### src/rtl/vc_credit_tx.sv
// Transmit side of the VC link: round-robin arbiter with per-VC credits.
// Optional sticky overflow flag: define VC_TX_CREDIT_CHECK_EN.
module vc_credit_tx #(
  parameter int DATA_WIDTH = 32,
  parameter int NUM_VC     = 4,
  parameter int VC_DEPTH   = 8
) (
  input  logic                         clk,
  input  logic                         rst_n,
  input  logic [NUM_VC*DATA_WIDTH-1:0] src_data,
  input  logic [NUM_VC-1:0]            src_valid,
  output logic [NUM_VC-1:0]            src_ready,
  input  logic                         link_en,
  output logic [DATA_WIDTH-1:0]        link_data,
  output logic [1:0]                   link_vc,
  output logic                         link_valid,
  input  logic                         credit_valid,
  input  logic [1:0]                   credit_vc,
  output logic [NUM_VC-1:0]            credit_avail,
  output logic                         credit_err
);

  localparam int VW = 2;
  localparam int CW = $clog2(VC_DEPTH + 1);

  logic [CW-1:0]     credit [NUM_VC];
  logic [VW-1:0]     ptr;
  logic [VW-1:0]     grant;
  logic [VW-1:0]     idx;
  logic              grant_vld;
  logic [NUM_VC-1:0] elig;
  logic [NUM_VC-1:0] send_vec;
  logic [NUM_VC-1:0] ret_vec;

  always_comb begin
    credit_avail = '0;
    elig         = '0;
    for (int i = 0; i < NUM_VC; i++) begin
      credit_avail[i] = (credit[i] != '0);
      elig[i] = src_valid[i] && credit_avail[i] && link_en;
    end
  end

  // Scan from the pointer upward; 2-bit index wraps naturally.
  always_comb begin
    grant_vld = 1'b0;
    grant     = '0;
    idx       = '0;
    for (int k = 0; k < NUM_VC; k++) begin
      idx = ptr + VW'(k);
      if (!grant_vld && elig[idx]) begin
        grant_vld = 1'b1;
        grant     = idx;
      end
    end
  end

  always_comb begin
    src_ready = '0;
    send_vec  = '0;
    ret_vec   = '0;
    if (grant_vld) begin
      src_ready[grant] = 1'b1;
      send_vec[grant]  = 1'b1;
    end
    if (credit_valid) ret_vec[credit_vc] = 1'b1;
  end

  always_ff @(posedge clk or negedge rst_n) begin
    if (!rst_n) begin
      link_data  <= '0;
      link_vc    <= '0;
      link_valid <= 1'b0;
      ptr        <= '0;
    end else begin
      link_valid <= grant_vld;
      if (grant_vld) begin
        link_data <= src_data[int'(grant)*DATA_WIDTH +: DATA_WIDTH];
        link_vc   <= grant;
        ptr       <= grant + VW'(1);
      end
    end
  end

  // Send and return on the same VC cancel; returns saturate at VC_DEPTH.
  always_ff @(posedge clk or negedge rst_n) begin
    if (!rst_n) begin
      for (int i = 0; i < NUM_VC; i++)
        credit[i] <= CW'(VC_DEPTH);
    end else begin
      for (int i = 0; i < NUM_VC; i++) begin
        unique case ({send_vec[i], ret_vec[i]})
          2'b10: credit[i] <= credit[i] - CW'(1);
          2'b01: begin
            if (credit[i] != CW'(VC_DEPTH))
              credit[i] <= credit[i] + CW'(1);
          end
          default: credit[i] <= credit[i];
        endcase
      end
    end
  end

`ifdef VC_TX_CREDIT_CHECK_EN
  logic [NUM_VC-1:0] full;

  always_comb begin
    full = '0;
    for (int i = 0; i < NUM_VC; i++)
      full[i] = (credit[i] == CW'(VC_DEPTH));
  end

  always_ff @(posedge clk or negedge rst_n) begin
    if (!rst_n)
      credit_err <= 1'b0;
    else if (|(ret_vec & ~send_vec & full))
      credit_err <= 1'b1;
  end
`else
  assign credit_err = 1'b0;
`endif

endmodule

### config.mk
export PLATFORM = sky130hd
export DESIGN_NAME = vc_credit_tx
export DESIGN_NICKNAME = d
export VERILOG_FILES = /design/src/rtl/vc_credit_tx.sv
export SDC_FILE = /design/constraint.sdc
export NUM_CORES = 1
export LEC_CHECK = 0
export CAP_MARGIN = 20
export CORE_AREA = 2 2 97 99
export DETAILED_ROUTE_END_ITERATION = 8
export DIE_AREA = 0 0 99 101
export PLACE_DENSITY_LB_ADDON = 0.12
export SLEW_MARGIN = 20
export SYNTH_ARGS = -nofsm -noshare
export SYNTH_HDL_FRONTEND = slang
export SYNTH_SLANG_ARGS = --single-unit
### constraint.sdc
create_clock -name clk -period 5 [get_ports clk]
set_input_delay 1 -clock clk [delete_from_list [all_inputs] [get_ports clk]]
set_output_delay 1 -clock clk [all_outputs]
set_load 0.05 [all_outputs]
# Word-level counts from Yosys, hierarchy flattened

Index checks and enable logic that the tools add are counted.

Bits in registers: 53
Input bits: 138
Output and inout port bits: 44

Multiplexer cells: 30
Add/subtract/negate cells: 12
Equal/unequal tests: 16
Shift operators: 1
Order comparisons: 8
Reductions and logical operators: 28

Operator list:

| kind                                                                                | count |
|---|---|
| 128-bit by 8-bit variable part select with 32-bit output                            | 1 |
| 4-bit case mux with 2 select lines                                                  | 4 |
| 4-bit two-way mux                                                                   | 6 |
| 2-bit by 3-bit < comparator with 1-bit output, second input constant                | 6 |
| 4-bit by 1-bit adder with 4-bit output, second input constant                       | 4 |
| 4-bit != test, second input constant                                                | 4 |
| 4-bit nonzero test                                                                  | 4 |
| 4-bit by 1-bit subtractor with 4-bit output, second input constant                  | 4 |
| 1-bit logical AND                                                                   | 13 |
| 1-bit two-way mux                                                                   | 10 |
| 1-bit binary-select mux with 2-bit select                                           | 4 |
| 2-bit by 1-bit equality test with 1-bit output, second input constant               | 4 |
| 2-bit equality test, second input constant                                          | 4 |
| 2-bit two-way mux                                                                   | 4 |
| 2-bit != test, second input constant                                                | 4 |
| 2-bit AND reduction                                                                 | 4 |
| 2-bit nonzero test                                                                  | 4 |
| 2-bit by 1-bit adder with 2-bit output, second input constant                       | 2 |
| 2-bit adder, second input constant                                                  | 2 |
| 1-bit demux with 2-bit select                                                       | 2 |
| 2-bit by 1-bit greater-or-equal comparator with 1-bit output, second input constant | 2 |
| 1-bit logical NOT                                                                   | 3 |

# Logic depth before layout (Yosys ltp)

Gate-level depths: netlist (run 1).

Depth after elaboration: 23
Mapped depth: 17
Gate-level depth less buffers: 15

# Worst setup path before layout (run 1)

No wires, ideal clock.

Path kind: input to output
Start point: input port src_valid[1]
End point: output port src_ready[0]
Cell stages on the path: 9
Arrival: 2,938 ps
Path slack: 1,062 ps
Required time: 4,000 ps
Cell sequence: and2_1 a211o_1 a21oi_2 a211oi_2 buf_4 buf_4 inv_1 ha_1 and2_1

Cells in the longest elaborated chain, start to end: 19
Elaborated cells on any way between the ends: 30
Classes of those cells: 2 x order compare; 19 x mux; 9 x reduce/logical

Ends and longest elaborated chain:

| what                                                                                                                                                | line | source |
|---|---|---|
| start: declaration                                                                                                                                  | 11   | `input logic [NUM_VC-1:0] src_valid,` |
| 1-bit logical AND * (2 in a row)                                                                                                                    | 40   | `elig[i] = src_valid[i] && credit_avail[i] && link_en;` |
| 1-bit binary-select mux with 2-bit select                                                                                                           | 51   | `if (!grant_vld && elig[idx]) begin` |
| 1-bit two-way mux (implied by the code)                                                                                                             | 51   |  |
| 1-bit two-way mux                                                                                                                                   | 51   |  |
| 1-bit logical NOT                                                                                                                                   | 51   |  |
| 1-bit logical AND                                                                                                                                   | 51   |  |
| 1-bit two-way mux                                                                                                                                   | 51   |  |
| 1-bit logical NOT                                                                                                                                   | 51   |  |
| (+3 left out)                                                                                                                                       | --   |  |
| 1-bit logical AND                                                                                                                                   | 51   |  |
| 2-bit two-way mux *                                                                                                                                 | 51   |  |
| named net grant[0]                                                                                                                                  | 28   | `logic [VW-1:0] grant;` |
| 2-bit by 3-bit < comparator with 1-bit output (implied by the code) or 2-bit by 1-bit greater-or-equal comparator with 1-bit output (tied branches) | 63   | `src_ready[grant] = 1'b1;` |
| 1-bit logical AND (implied by the code)                                                                                                             | 63   |  |
| 1-bit two-way mux (implied by the code)                                                                                                             | 63   |  |
| 1-bit demux with 2-bit select *                                                                                                                     | 63   |  |
| 4-bit two-way mux *                                                                                                                                 | 62   | `if (grant_vld) begin` |
| end: declaration                                                                                                                                    | 12   | `output logic [NUM_VC-1:0] src_ready,` |

The timed path passes the listed nets; every way through them passes the cells marked *. The select of a mux whose other input is x is not followed.

# Final worst setup path (run 1)

Start point: input port link_en
End point: output port src_ready[2]

Cells in the longest elaborated chain, start to end: 18
Elaborated cells on any way between the ends: 32
Classes of those cells: 2 x order compare; 19 x mux; 11 x reduce/logical

Ends and longest elaborated chain:

| what                                                                                                                                                | line | source |
|---|---|---|
| start: declaration                                                                                                                                  | 13   | `input logic link_en,` |
| 1-bit logical AND                                                                                                                                   | 40   |  |
| 1-bit binary-select mux with 2-bit select                                                                                                           | 51   |  |
| 1-bit two-way mux (implied by the code)                                                                                                             | 51   |  |
| 1-bit two-way mux                                                                                                                                   | 51   |  |
| 1-bit logical NOT                                                                                                                                   | 51   |  |
| 1-bit logical AND                                                                                                                                   | 51   |  |
| 1-bit two-way mux                                                                                                                                   | 51   |  |
| 1-bit logical NOT                                                                                                                                   | 51   |  |
| (+2 left out)                                                                                                                                       | --   |  |
| 1-bit logical NOT                                                                                                                                   | 51   |  |
| 1-bit logical AND                                                                                                                                   | 51   |  |
| 2-bit two-way mux                                                                                                                                   | 51   |  |
| 2-bit by 3-bit < comparator with 1-bit output (implied by the code) or 2-bit by 1-bit greater-or-equal comparator with 1-bit output (tied branches) | 63   |  |
| 1-bit logical AND (implied by the code)                                                                                                             | 63   |  |
| 1-bit two-way mux (implied by the code)                                                                                                             | 63   |  |
| 1-bit demux with 2-bit select                                                                                                                       | 63   |  |
| 4-bit two-way mux *                                                                                                                                 | 62   |  |

Every way passes the cells marked *; elsewhere a longest branch is shown, timed or not. The select of a mux whose other input is x is not followed.

==> results.txt, run 1 <==
Top-count cell post-synth = dfrtp_1
1st-pass router iterations = 5
IO Port Bufs = 180
Placer Congestion = 0.798
Seq pwr share = 0.279
R2R setup slack = 1.15 ns
Hold Violations, Final = 0
Slew HR = 0.494
Commonest cells post-synth = dfrtp_1 (49), mux2i_1 (44), o21ai_1 (25)
Post-route ant nets = 0
Core area = 8980 sq um
Clk network pwr share = 0.086
Detailed Route Iter0 Violations = 182
Max incr delay on CP = 0.53 ns
Post-synth EDFFs = 0
CP Class = input port to output pin
Die Area = 10000 sq um
Ports = 182
Root Buffer = clkbuf_8
Internal = 1520 uW
Post-CTS setup buffers = 0
Min cycle time layout = 4.42 ns
Place WS = 0.446 ns
Post-CTS sizing = 0
Total wire length = 11000 um
Gr ovfl total = 0
Seq/Total Area, Yosys = 0.375
Yosys top cell by area = dfrtp_1
Tightest Hold Check Type = register to register
Gr usage total = 0.220
Initial antenna violation count = 0
Remaining DRCs = 0
Hpwl dp = 8350 um
Sw Share = 0.500
Overall Power = 3040 uW
Clock sinks = 53
TritonCTS Buffers = 5
Row cnt = 35
N_diodes = 0
TNS Setup = 0 ns
Area grow syn2layout = 54.5%
Clock-pin slew on the worst setup and hold paths = 0.11 ns
Startpoint types = input port
Seq cells post-synth = 53
Syn_nets = 476
Slew @ Worst Pin = 0.759 ns
Gate power share = 0.634
Post-CTS Hold Fix Bufs = 0
Share of the synthesized area in the top cell type = 0.345
Top Layer Used = met4
Final Cycle Share = 0.885
Psw = 1520 uW
WL per Instance = 18.1 um
Clock latency on the worst-skew pair = 0.32 ns
Starting Density = 0.396
CTS max path bufs = 2
Synth area leaders = dfrtp_1 (35%), mux2i_1 (12%), a222oi_1 (5.6%)
Yosys warns = 0
Async set or reset register ratio after synthesis = 1.00
Leak Pwr = 0.00217 uW
Metal3 WL = 875 um
Ys flop type = dfrtp_1
Fin worst setup slack = 0.575 ns
Worst path slowest cell = clkdlybuf4s50_1
Buf/Inv on CP = 3
DIE WIDTH = 99 um
Crit path cell chain = clkdlybuf4s50_1 > nand2_1 > nor2_1 > o22ai_1 > a211oi_4 > inv_1 > ha_1 > and2_4 > buf_4
Pwr dens = 554 nW/um^2
Max-cap viol count = 0
CTS tree = done
Arrival time of the worst setup path = 3.42 ns
Post-synth cell types = 50
Dpl cell area = 5390 sq um
Final setup viols = 0
Critical-path maximum fanout = 5
H-tree lvl count = 2
Netlist Area Pre-Place = 3550 sq um
Filler cells = 779
Max VDD drop = 0.000297 V
Post-Syn Instances = 322
First-pass GRT wire length = 17600 um
Required @ worst endpoint = 4.00 ns
Vias = 3415
Vias per inst = 5.64
Nets@finish = 647
Die H = 101 um
Final instance area = 5490 sq um
Outcome = complete, no violations
Met1 WL = 4310 um
Fmax = 0.226 GHz
Largest net degree at the start of global routing = 54
RSZ-0062 raised after global routing = false
Max-slew violation count = 0
Layout cells sized above 1 = 0.0992
Synth Area per Inst = 11.0 sq um
Worst Clk Skew = 0.0156 ns
Vias in the first global route = 3544
Setup crit end kind = output pin
Wire length on met2 = 5610 um
CP delay by family, top = buffers and inverters
==> routing by layer <==
layer / up-vias / global-route usage
met5: - / 0
met4: 0 / 0.0653
met3: 17 / 0.0659
met2: 132 / 0.377
met1: 1672 / 0.268
li1: 1594 / -
==> cell type report <==
cell class	instances	area [sq um]	area share
clock inverters	3	26.3	0.00479
repair buffers	187	1850	0.338
clock buffers	5	68.8	0.0125
inverters	7	28.8	0.00525
flip-flops and latches	53	1330	0.243
multi-input cells	239	2040	0.372
well taps	111	139	0.0253
==> layout by cell type, fill, tap and decap left out, types with 4 or more instances in the layout <==
cell type / n
a21o_1: 10
a211oi_1: 4
nor3_1: 6
nand3_1: 8
xor2_1: 8
nor2_1: 13
mux2i_1: 44
a221oi_1: 7
a221oi_2: 8
clkbuf_8: 5
ha_1: 12
dfstp_2: 4
o21ai_1: 25
and2_1: 9
fa_1: 4
nand2_1: 10
inv_1: 5
o311ai_1: 4
mux2_1: 8
buf_4: 10
clkdlybuf4s50_1: 175
a21oi_1: 9
dfrtp_1: 49
a222oi_1: 20
==> cells by family (layout without fill, tap and decap cells) <==
kind of cell,Yosys count,in the layout,share of synthesized area
flip-flops,53,53,0.375
AO/OA/AOI/OAI,105,105,0.248
other,1,1,0.00106
adder cells (fa/ha/maj),16,16,0.0648
buffers and inverters,30,202,0.0539
AND/OR/NAND/NOR,57,57,0.0881
XOR/XNOR,8,8,0.0197
multiplexers,52,52,0.149
==> registers in the layout (all words and copies together), names as in the netlist <==
name / flops
credit: 16
ptr: 2
link_valid: 1
link_vc: 2
link_data: 32
==> stage by stage <==
stage | util | hold slack [ns] | std cells
after floorplan | - | 0.475 | 322
after detailed placement | 0.601 | 0.487 | 597
after global placement | 0.601 | 0.486 | 597
after global routing | 0.611 | 0.544 | 605
after CTS | 0.611 | 0.513 | 605
final | 0.611 | 0.509 | 605
==> tightest hold or removal path, stage by stage, from the launching register on <==
cell	delay (ns)
dfrtp_1	0.37
nand2_1	0.06
nand2_1	0.05
==> path summary, 6_finish.rpt <==
| check | from | to | cells past startpoint |
|---|---|---|---|
| worst max-delay path | link_en | src_ready[2] | 9 |
| worst min-delay path | link_vc[0]$_DFFE_PN0N_ | link_vc[0]$_DFFE_PN0N_ | 2 |
| worst max register to register | credit[8]$_DFFE_PN0P_ | credit[15]$_DFFE_PN1P_ | 13 |
| worst min register to register | link_vc[0]$_DFFE_PN0N_ | link_vc[0]$_DFFE_PN0N_ | 2 |
| max in group asynchronous | rst_n | link_data[24]$_DFFE_PN0N_ | 2 |
| min in group asynchronous | rst_n | credit[12]$_DFFE_PN0P_ | 2 |
==> power by group through the flow <==
stage / registers (uW) / logic (uW) / clock network [uW]
2_1_floorplan: 1280 / 879 / 0
3_3_place_gp: 846 / 1900 / 0
3_5_place_dp: 848 / 1940 / 0
4_1_cts: 846 / 1940 / 272
5_1_grt: 884 / 2070 / 288
6_report: 849 / 1930 / 262
No activity file was read; power rests on OpenSTA's default activity.
==> inputs of run 2 (changes only) <==
- CTS_CLUSTER_SIZE: unset -> 25
- HOLD_SLACK_MARGIN: unset -> 0.15
==> results of run 2 <==
Same layout as run 1: the final DEF is identical, and so are final timing and power.
==> inputs of run 3 (changes only) <==
- SKIP_LAST_GASP: unset -> 1
- TNS_END_PERCENT: unset -> 30
==> results of run 3 <==
Same layout as run 1: the final DEF is identical, and so are final timing and power.
